## src/rtl/my_pe_ctrl.sv

```systemverilog
// my_pe_ctrl: sequences one PE through a weight-load then dot-product job from a byte stream.
// Optional watchdog on the PE result handshake is enabled by defining PE_CTRL_TIMEOUT_EN.
module my_pe_ctrl #(
  parameter int L_RAM_SIZE  = 4,
  parameter int TIMEOUT_CYC = 255
) (
  input  logic                  aclk,
  input  logic                  aresetn,
  input  logic                  start,
  input  logic [L_RAM_SIZE:0]   len,
  input  logic                  sub_mode,
  input  logic                  in_valid,
  output logic                  in_ready,
  input  logic [7:0]            in_data,
  output logic [L_RAM_SIZE-1:0] pe_addr,
  output logic                  pe_we,
  output logic [7:0]            pe_din,
  output logic [7:0]            pe_ain,
  output logic                  pe_valid,
  output logic                  pe_subtract,
  input  logic                  pe_dvalid,
  input  logic [7:0]            pe_dout,
  output logic                  busy,
  output logic                  done,
  output logic [7:0]            result,
  output logic                  err
);
  localparam int CW = L_RAM_SIZE + 1;
  localparam logic [CW-1:0] MAXN = CW'(1 << L_RAM_SIZE);
  typedef enum logic [2:0] {IDLE, LOAD, CALC, WAIT, DONE} state_t;
  state_t state, state_nx;
  logic [CW-1:0] cnt, n;
  logic hs, last, tmo;
  assign in_ready = (state == LOAD) || (state == CALC);
  assign hs       = in_valid && in_ready;
  assign last     = cnt == n - 1'b1;
  assign busy     = state != IDLE;
  assign done     = state == DONE;
`ifdef PE_CTRL_TIMEOUT_EN
  localparam int TW = $clog2(TIMEOUT_CYC + 1);
  logic [TW-1:0] tcnt;
  assign tmo = (state == WAIT) && !pe_dvalid && (tcnt == TW'(TIMEOUT_CYC - 1));
  always_ff @(posedge aclk or negedge aresetn) begin
    if (!aresetn) begin
      tcnt <= '0;
      err  <= 1'b0;
    end else begin
      tcnt <= (state == WAIT) ? tcnt + 1'b1 : '0;
      if (tmo) err <= 1'b1;
      else if (state == IDLE && start) err <= 1'b0;
    end
  end
`else
  assign tmo = 1'b0;
  assign err = 1'b0;
`endif
  always_ff @(posedge aclk or negedge aresetn) begin
    if (!aresetn) state <= IDLE;
    else state <= state_nx;
  end
  always_comb begin
    state_nx = state;
    case (state)
      IDLE:    if (start) state_nx = LOAD;
      LOAD:    if (hs && last) state_nx = CALC;
      CALC:    if (hs) state_nx = WAIT;
      WAIT:    if (tmo) state_nx = IDLE;
               else if (pe_dvalid) state_nx = last ? DONE : CALC;
      DONE:    state_nx = IDLE;
      default: state_nx = IDLE;
    endcase
  end
  // PE controls are registered, so they trail the accepting handshake by one cycle
  always_ff @(posedge aclk or negedge aresetn) begin
    if (!aresetn) begin
      cnt         <= '0;
      n           <= '0;
      pe_addr     <= '0;
      pe_we       <= 1'b0;
      pe_din      <= '0;
      pe_ain      <= '0;
      pe_valid    <= 1'b0;
      pe_subtract <= 1'b0;
      result      <= '0;
    end else begin
      pe_we    <= (state == LOAD) && hs;
      pe_valid <= (state == CALC) && hs;
      if (hs) begin
        pe_addr <= cnt[L_RAM_SIZE-1:0];
        if (state == LOAD) pe_din <= in_data;
        else pe_ain <= in_data;
      end
      case (state)
        IDLE: if (start) begin
          n           <= (len == '0 || len > MAXN) ? MAXN : len;
          cnt         <= '0;
          pe_subtract <= sub_mode;
        end
        LOAD: if (hs) cnt <= last ? '0 : cnt + 1'b1;
        WAIT: if (tmo) pe_subtract <= 1'b0;
              else if (pe_dvalid) begin
                if (last) result <= pe_dout;
                else cnt <= cnt + 1'b1;
              end
        DONE: pe_subtract <= 1'b0;
        default: ;
      endcase
    end
  end
endmodule

```

## config.mk

```make
export PLATFORM = sky130hd
export DESIGN_NAME = my_pe_ctrl
export DESIGN_NICKNAME = d
export VERILOG_FILES = /design/src/rtl/my_pe_ctrl.sv
export SDC_FILE = /design/constraint.sdc
export NUM_CORES = 1
export LEC_CHECK = 0
export BUFFER_PORTS_ARGS = -buffer_cell sky130_fd_sc_hd__buf_2
export CAP_MARGIN = 20
export CELL_PAD_IN_SITES_DETAIL_PLACEMENT = 1
export CELL_PAD_IN_SITES_GLOBAL_PLACEMENT = 2
export CORE_MARGIN = 2
export CORE_UTILIZATION = 33
export DETAILED_ROUTE_END_ITERATION = 6
export GPL_ROUTABILITY_DRIVEN = 0
export GPL_TIMING_DRIVEN = 0
export PLACE_DENSITY_LB_ADDON = 0.1
export SYNTH_ARGS = -nofsm -noshare
export SYNTH_HDL_FRONTEND = slang
export SYNTH_SLANG_ARGS = --single-unit
```

## constraint.sdc

```tcl
create_clock -name aclk -period 2.4 [get_ports aclk]
set_input_delay 0.48 -clock aclk [delete_from_list [all_inputs] [get_ports aclk]]
set_output_delay 0.48 -clock aclk [all_outputs]
set_load 0.01 [all_outputs]
```

* Yosys cells after proc, flatten, opt, wreduce, memory -nomap -nowiden
Cells that the tools add are included.
** Cells by class
- $add $sub $neg :: 2
- Multiply operators :: 0
- Divide/modulo/power cells :: 0
- $lt $le $gt $ge :: 1
- Equal/unequal tests :: 11
- Shifts and indexed selects :: 0
- Multiplexer cells :: 15
- Bitwise logic cells :: 1
- Reduce and logical (&&, ||, !) cells :: 18
** Operators by type and width (number)
- 2-to-1 mux 5 bit :: 6
- 2-to-1 mux 3 bit :: 5
- case mux 5 bit (3 select lines) :: 1
- case mux 3 bit (4 select lines) :: 1
- inequality test 2 bit (second input constant) :: 5
- AND reduction 2 bit :: 4
- == test 3 x 2 -> 1 bit (second input constant) :: 2
- nonzero test 3 bit :: 2
- adder 5 x 1 -> 5 bit (second input constant) :: 1
- == test 5 bit :: 1
- greater-than comparator 5 bit (second input constant) :: 1
- zero test 5 bit :: 1
- AND reduction 5 bit :: 1
- subtractor 5 x 1 -> 5 bit (second input constant) :: 1
- logical AND 1 bit :: 4
- AND reduction 4 bit :: 1
- == test 3 x 1 -> 1 bit (second input constant) :: 1
- == test 3 bit (second input constant) :: 1
- zero test 3 bit :: 1
- AND reduction 3 bit :: 1
- logical OR 1 bit :: 2
- inequality test 2 x 1 -> 1 bit (second input constant) :: 1
- case mux 1 bit (2 select lines) :: 1
- nonzero test 2 bit :: 1
- other kinds (2) :: 2
** Storage, ports and cells
- Register bits :: 44
- Bits in latches :: 0
- Bits in writable memories :: 0
- Memory bits (read-only) :: 0
- Output and inout bits :: 35
- Word-level logic and storage cells :: 58
- Memories :: 0

* Longest topological paths before layout
Gate-level depths: netlist (run 1).
- Depth in word-level cells :: 6
- Mapped depth :: 7

* Least setup slack after synthesis (run 1)
Ideal clock, no wire load.
- Path type :: register -> register
- From :: register n[0]
- To :: register result[0]
- Arrival time :: 1917 ps
- Data required time :: 2275 ps
- Slack :: 358 ps
- Stages on the path, launching flop included :: 8
- Path buffers :: 0
- Clock period less this slack :: 2042 ps
- Path through :: dfrtp_1 -> inv_1 -> ha_1 -> xnor2_1 -> nor2_1 -> nand4_2 -> nor3_4 -> mux2_4
** On the way
- Longest elaborated chain between the ends :: 3
** Ends and longest elaborated chain
- start: declaration :: RTL line 32 : logic [CW-1:0] cnt, n;
- start signal: assignment :: RTL line 95 : n <= (len == '0 || len > MAXN) ? MAXN : len;
- subtractor 5 x 1 -> 5 bit :: RTL line 36 : assign last = cnt == n - 1'b1;
- == test 5 bit :: RTL line 36
- AND reduction 3 bit (no source line)
- end signal: assignment :: RTL line 102 : if (last) result <= pe_dout;
- end: declaration :: RTL line 25 : output logic [7:0] result,
No other way between the ends.
A chain may end at the register's enable or synchronous reset.

* Final worst setup path (run 1)
- From :: register n[0]
- To :: register result[6]
The elaborated chain is that of the path after synthesis.

==> reports/qor.yml, run 1 <==
status: "finished clean"
fmax_mhz: 449
synthCells: 162
worst-slew-pin-transition_ns: 0.976
drtIter0Drc: 35
cts_buffers: 5
track_usage: 0.142
power.density_nw_per_um2: 1320
hold_viol: 0
ys_types: 43
drv_slew: 0
path_clk_slew_ns: 0.09
ys_dominant_reg_cell: "dfrtp_1"
syn_area_um2: 2080
clock-sinks: 44
seq_area_frac_synth: 0.529
clock_path_buffers: 2
pin_count: 62
drc: 0
crit_chain: "inv_1 > ha_1 > xnor2_1 > nor2_1 > nand4_2 > nor3_4 > mux2_4"
worstPathRequired_ns: 2.58
start_kind: "flop"
final_common_cell: "buf_2"
die_h_um: 83.4
die_x_um: 83.4
post-dp-hpwl_um: 3610
crit-reg2reg-launch: "n[0]"
fillCellCount: 654
cts_root_buf: "clkbuf_8"
power_leakage_nw: 1.26
period_needed_ns: 2.23
num_vias: 1484
clk_latency_ns: 0.29
finalSetupViolCount: 0
dieArea_um2: 6950
hold_class: "primary input to asynchronous set/reset pin"
grt_max_degree: 45
start_util: 0.347
synth.net_count: 192
first_global_vias: 1631
grt_pass1_wl_um: 7920
fin_util: 0.432
core.rowCount: 28
antenna_found_initial: 0
routed_wl_um: 4600
port_buffers: 60
synth-async-reset-ratio: 1.00
ant_nets: 0
cts_htree_levels: 2
area_growth_pct: 24.5
cts_tree: "built"
rsz0062_at_grt: "false"
clock-skew-final_ns: 0.00410
wl_per_cell_um: 15.1
cp_slowest_cell: "nor3_4"
relSlewSlack: 0.349
tns_ns: 0
cp-end-kind: "flop"
core_um2: 5990
maxCapViolations: 0
cp-startpoint: "n[0]"
crit_arrival_ns: 2.41
antennaDiodeCount: 0
grt_overflow: 0
drive_above_1_share: 0.452
nets: 259
syn_area_per_cell_um2: 12.8
peakVddDrop_uv: 498
vias_per_cell: 4.87
synth_enable_flop_cells: 0
ys_warn_count: 0
final_cell_mix: "61 x buf_2, 44 x dfrtp_1, 18 x mux2_2"
first_pass_iters: 4
setup.worst_path.class: "flop to flop"
post-route-cell-area_um2: 2590
critPathMaxFanout: 8
dpl_cell_area_um2: 2470
cp_slowest_stage_delay_ns: 0.51
period_share: 0.928
synth_seq_cells: 44
[metal layers]
metal	vias to the layer above	global-route usage	wire length [um]
li1	701	-	-
met5	-	0	0
met2	43	0.247	2350
met4	0	0.0313	24
met1	738	0.171	1960
met3	2	0.0447	267
[worst max-delay path: cells and delay by family (launching register included)]
kind          cells  cell delay [ns]
mux               1             0.35
simple gates      3             0.87
fa+ha+maj         1             0.30
xor+xnor          1             0.13
buf+inv           1             0.06
flops             1             0.41
[synth_stat cells, drive strengths merged, types with 2 or more instances]
master	number	area share
a31oi	2	0.0090
nor2b	2	0.0060
ha	3	0.018
clkbuf	2	0.0036
buf	3	0.011
o21ai	6	0.014
o211ai	2	0.0096
nor3	5	0.017
a22o	3	0.013
nor2	4	0.0072
a21o	2	0.0072
nand3	2	0.0048
dfrtp	44	0.53
mux2i	4	0.019
xnor2	7	0.033
mux2	30	0.18
nand2b	7	0.021
nand2	10	0.018
a21oi	2	0.0048
inv	7	0.013
[layout make-up]
type / count / area, um2 / area share
Inverter: 7 / 26.3 / 0.0101
Tap cell: 75 / 93.8 / 0.0362
Clock inverter: 3 / 46.3 / 0.0179
Sequential cell: 44 / 1100 / 0.425
Buffer: 5 / 31.3 / 0.0121
Clock buffer: 5 / 68.8 / 0.0266
Multi-Input combinational cell: 106 / 921 / 0.356
Timing Repair Buffer: 60 / 300 / 0.116
[kinds of logic (layout without fill, tap and decap cells)]
family	after synthesis	in the layout	share of synthesized area
compound gates	23	23	0.0842
flops	44	44	0.529
xor+xnor	8	8	0.0373
mux	34	34	0.196
simple gates	37	37	0.105
fa+ha+maj	3	3	0.0181
other cells	1	1	0.00180
buf+inv	12	80	0.0277
[power by group]
part | total (mW) | leakage [nW] | internal (mW) | switching (mW)
Sequential | 1.29 | 0.549 | 1.06 | 0.224
Combinational | 1.54 | 0.660 | 0.773 | 0.769
Clock | 0.574 | 0.0548 | 0.314 | 0.261
Total | 3.41 | 1.26 | 2.15 | 1.25
[final timing paths]
| path | slack, ns | end | cells after the start |
|---|---|---|---|
| setup / recovery | 0.17 | result[6] | 7 |
| hold / removal | 0.34 | n[3] | 1 |
| setup reg to reg | 0.17 | result[6] | 7 |
| hold reg to reg | 0.50 | pe_addr[3] | 1 |
| max in group asynchronous | 1.46 | state[1] | 1 |
| min in group aclk | 0.41 | result[7] | 2 |
[registers in the layout, indices dropped and copies added (netlist names)]
name / flops
pe_we: 1
pe_ain: 8
pe_subtract: 1
state: 3
pe_valid: 1
pe_din: 8
n: 5
pe_addr: 4
cnt: 5
result: 8
[per-stage QoR]
stage          power (mW)  setup slack, ns  hold slack [ns]  std cells
3_3_place_gp         2.80            0.146            0.478        297
5_1_grt              3.67          0.00763            0.396        305
4_1_cts              3.47           0.0763            0.376        305
3_5_place_dp         2.88           0.0851            0.484        297
2_1_floorplan        2.33            0.358            0.184        162
6_report             3.41            0.172            0.335        305
[timing repair]
action / 4_1_cts / 5_1_grt
hold buffers: 0 / 0
resized for setup: 0 / 0
setup buffers: 0 / 0
endpoints found under the setup margin: 0 / 8
hold endpoints to repair: 0 / 0
Power figures use the tool's default switching activity.
==> inputs of run 2 (changes only) <==
- CORE_UTILIZATION: 33 -> 35
- clock period: 2.4 -> 2.64 ns (I/O delays scaled with it)
==> reports/qor.yml, run 2 (synthesized netlist as in run 1, its figures left out) <==
status: "finished clean"
core_um2: 5820
cts_root_buf: "clkbuf_8"
finalSetupViolCount: 0
top_layer: "met4"
wl_per_cell_um: 14.6
area_growth_pct: 24.5
core.rowCount: 28
die_h_um: 81.1
clock-skew-final_ns: 0.00598
nets: 259
met3_length_um: 248
cts_setup_buffers: 0
wl_met1_um: 1880
cp_slowest_stage_delay_ns: 0.53
cts_resized: 0
power.density_nw_per_um2: 1190
final_cell_mix: "61 x buf_2, 44 x dfrtp_1, 18 x mux2_2"
antenna_found_initial: 0
track_usage: 0.148
clk_latency_ns: 0.30
routed_wl_um: 4460
met2_length_um: 2290
hold_class: "primary input to asynchronous set/reset pin"
worstPathRequired_ns: 2.83
path_buf_inv: 1
critPathMaxFanout: 8
grt_max_degree: 45
first_global_vias: 1537
pin_count: 62
crit_chain: "inv_1 > ha_1 > xnor2_1 > nor2_1 > nand4_2 > nor3_4 > mux2_4"
final_common_cell: "buf_2"
start_util: 0.358
cp_slowest_cell: "nor3_4"
fmax_mhz: 442
crit-reg2reg-launch: "n[0]"
crit_arrival_ns: 2.45
dieArea_um2: 6570
cts_htree_levels: 2
antennaDiodeCount: 0
period_share: 0.857
tns_ns: 0
die_x_um: 81.1
port_buffers: 60
final_cells: 305
path_clk_slew_ns: 0.09
cts_buffers: 5
reg2reg_setup_slack_ns: 0.38
multi_input_area_um2: 921
post-dp-hpwl_um: 3430
relSlewSlack: 0.343
first_pass_iters: 4
worst-slew-pin-transition_ns: 0.986
drive_above_1_share: 0.452
vias_per_cell: 4.91
register_area_um2: 1100
peakVddDrop_uv: 524
period_needed_ns: 2.26
grt_pass1_wl_um: 7480
hold_viol: 0
drc: 0
ant_nets: 0
clock-sinks: 44
clock_path_buffers: 2
drv_slew: 0
power_leakage_nw: 1.27
setup.worst_path.class: "flop to flop"
top_regs: "pe_ain (8), pe_din (8), result (8)"
reg2reg_to: "result[3]"
cts_tree: "built"
num_vias: 1498
fillCellCount: 671
rsz0062_at_grt: "false"
cp-end-kind: "flop"
maxCapViolations: 0
place_inst: 297
start_kind: "flop"
drtIter0Drc: 15
rr_worst_depth: 7
grt_overflow: 0
cts-hold-fix-buffers: 0
crit_family: "simple AND/OR/NAND/NOR gates"
[run 2: power breakdown]
part | switching, mW | total [mW] | leakage (nW) | internal (mW)
logic | 0.684 | 1.39 | 0.662 | 0.703
clock network | 0.246 | 0.531 | 0.0548 | 0.285
registers | 0.200 | 1.17 | 0.549 | 0.967
[run 2: layout make-up]
cell class                 instances  area share
tap                               75      0.0362
clock inverter                     3      0.0179
inverter                           7      0.0101
buffer                             5      0.0121
sequential                        44       0.425
timing repair buffer              60       0.116
multi-input combinational        106       0.356
clock buffer                       5      0.0266
[run 2: metrics by stage]
stage | power [mW] | worst slack [ns] | cell area [um2] | hold WS (ns) | utilization
floorplan | 2.12 | 0.598 | 2080 | 0.232 | -
global placement | 2.54 | 0.398 | 2470 | 0.479 | 0.425
detailed placement | 2.60 | 0.346 | 2470 | 0.480 | 0.425
CTS | 3.14 | 0.330 | 2590 | 0.420 | 0.445
global route | 3.34 | 0.261 | 2590 | 0.441 | 0.445
finish | 3.09 | 0.379 | 2590 | 0.373 | 0.445
[run 2: metal layers]
metal / up-vias / global-route usage
li1: 704 / -
met1: 744 / 0.185
met2: 44 / 0.252
met3: 6 / 0.0367
met4: 0 / 0.0458
met5: - / 0
[run 2: how the worst max path moves through the flow]
stage / slack (ns) / from / cells after the start / end
6_report: 0.38 / n[0] / 7 / result[3]
5_1_grt: 0.26 / n[0] / 7 / result[3]
4_1_cts: 0.33 / n[0] / 7 / result[3]
3_5_place_dp: 0.35 / n[0] / 7 / result[2]
3_3_place_gp: 0.40 / n[0] / 7 / result[5]
2_1_floorplan: 0.60 / n[0] / 7 / result[0]
==> inputs of run 3 (changes only) <==
- GPL_ROUTABILITY_DRIVEN: 0 -> unset
- GPL_TIMING_DRIVEN: 0 -> 1
==> reports/qor.yml, run 3 (synthesized netlist as in run 1, its figures left out) <==
drtIter0Drc: 21
first_pass_iters: 4
first_global_vias: 1548
maxCapViolations: 0
hold_class: "primary input to asynchronous set/reset pin"
grt_use_met2: 0.240
period_share: 0.861
cts_htree_levels: 2
finalSetupViolCount: 0
cts_setup_buffers: 0
path_clk_slew_ns: 0.08
port_buffers: 60
crit_arrival_ns: 2.45
start_kind: "flop"
ant_nets: 0
hold_viol: 0
top_regs: "pe_ain (8), pe_din (8), result (8)"
dpl_cell_area_um2: 2460
setup_slack_ns: 0.368
clock-skew-final_ns: 0.00671
final_common_cell: "buf_2"
antennaDiodeCount: 0
core_um2: 5820
core.rowCount: 28
fmax_mhz: 440
track_usage: 0.147
peakVddDrop_uv: 472
power_leakage_nw: 1.27
antenna_found_initial: 0
vias_per_cell: 4.89
num_vias: 1478
pin_count: 62
grt_pass1_wl_um: 7300
cts_resized: 0
clock-sinks: 44
drive_above_1_share: 0.458
cp-end-kind: "flop"
post-route-cell-area_um2: 2580
busiest_layer: "met2"
cp-startpoint: "n[0]"
dieArea_um2: 6570
cts_root_buf: "clkbuf_8"
globalRouteMet3Util: 0.0344
gp_congestion: 0.723
dp_slack_ns: 0.341
grt_max_degree: 45
wl_per_cell_um: 14.9
cts_tree: "built"
post-dp-hpwl_um: 3510
fillCellCount: 657
drc: 0
final_cell_mix: "60 x buf_2, 44 x dfrtp_1, 18 x mux2_2"
cts-hold-fix-buffers: 0
tns_ns: 0
grtUsageMet1: 0.192
clk_latency_ns: 0.30
cts_buffers: 5
nets: 256
worstPathRequired_ns: 2.82
status: "finished clean"
power.density_nw_per_um2: 1200
setup.worst_path.class: "flop to flop"
crit-reg2reg-launch: "n[0]"
critPathMaxFanout: 8
start_util: 0.358
period_needed_ns: 2.27
clock_path_buffers: 2
grt_overflow: 0
drv_slew: 0
area_growth_pct: 24.3
die_x_um: 81.1
worst-slew-pin-transition_ns: 0.969
rsz0062_at_grt: "false"
relSlewSlack: 0.354
routed_wl_um: 4500
die_h_um: 81.1
## run 3: area by class of cell
| class | instances | area [um2] | area share |
|---|---|---|---|
| clock buffers | 6 | 82.6 | 0.0319 |
| clock inverters | 2 | 38.8 | 0.0150 |
| repair buffers | 62 | 315 | 0.122 |
| inverters | 7 | 26.3 | 0.0102 |
| flip-flops and latches | 44 | 1100 | 0.426 |
| well taps | 75 | 93.8 | 0.0363 |
| multi-input cells | 106 | 927 | 0.359 |
## run 3: worst paths after layout
| path | to | slack [ns] | cells past startpoint |
|---|---|---|---|
| max in group asynchronous | cnt[4] | 1.66 | 1 |
| max reg2reg | result[4] | 0.37 | 7 |
| min | state[0] | 0.36 | 1 |
| min in group aclk | result[7] | 0.45 | 2 |
| max | result[4] | 0.37 | 7 |
| min reg2reg | pe_addr[3] | 0.50 | 1 |
## run 3: power breakdown
part | leakage [nW] | switching [mW] | internal (mW)
sequential | 0.549 | 0.242 | 0.967
clock | 0.0614 | 0.240 | 0.310
combinational | 0.655 | 0.655 | 0.694
## run 3: routing by layer
metal	vias to the layer above	wire (um)	part of all wire
met5	-	0	0
met4	0	44	0.0098
met3	5	196	0.044
met2	39	2240	0.50
met1	734	2020	0.45
li1	700	-	-
## run 3: worst max-delay path: stages (launching register included)
cell and delay [ns]:
dfrtp_1 0.40, inv_1 0.06, ha_1 0.30, xnor2_1 0.13, nor2_1 0.19, nand4_2 0.19, nor3_4 0.54, mux2_4 0.35
## run 3: through the flow
stage | power, mW | util | hold slack, ns | std cells
after floorplan | 2.12 | - | 0.232 | 162
after global placement | 2.53 | 0.424 | 0.478 | 294
after detailed placement | 2.60 | 0.424 | 0.484 | 294
after CTS | 3.17 | 0.444 | 0.426 | 302
after global routing | 3.36 | 0.444 | 0.438 | 302
final | 3.11 | 0.444 | 0.364 | 302
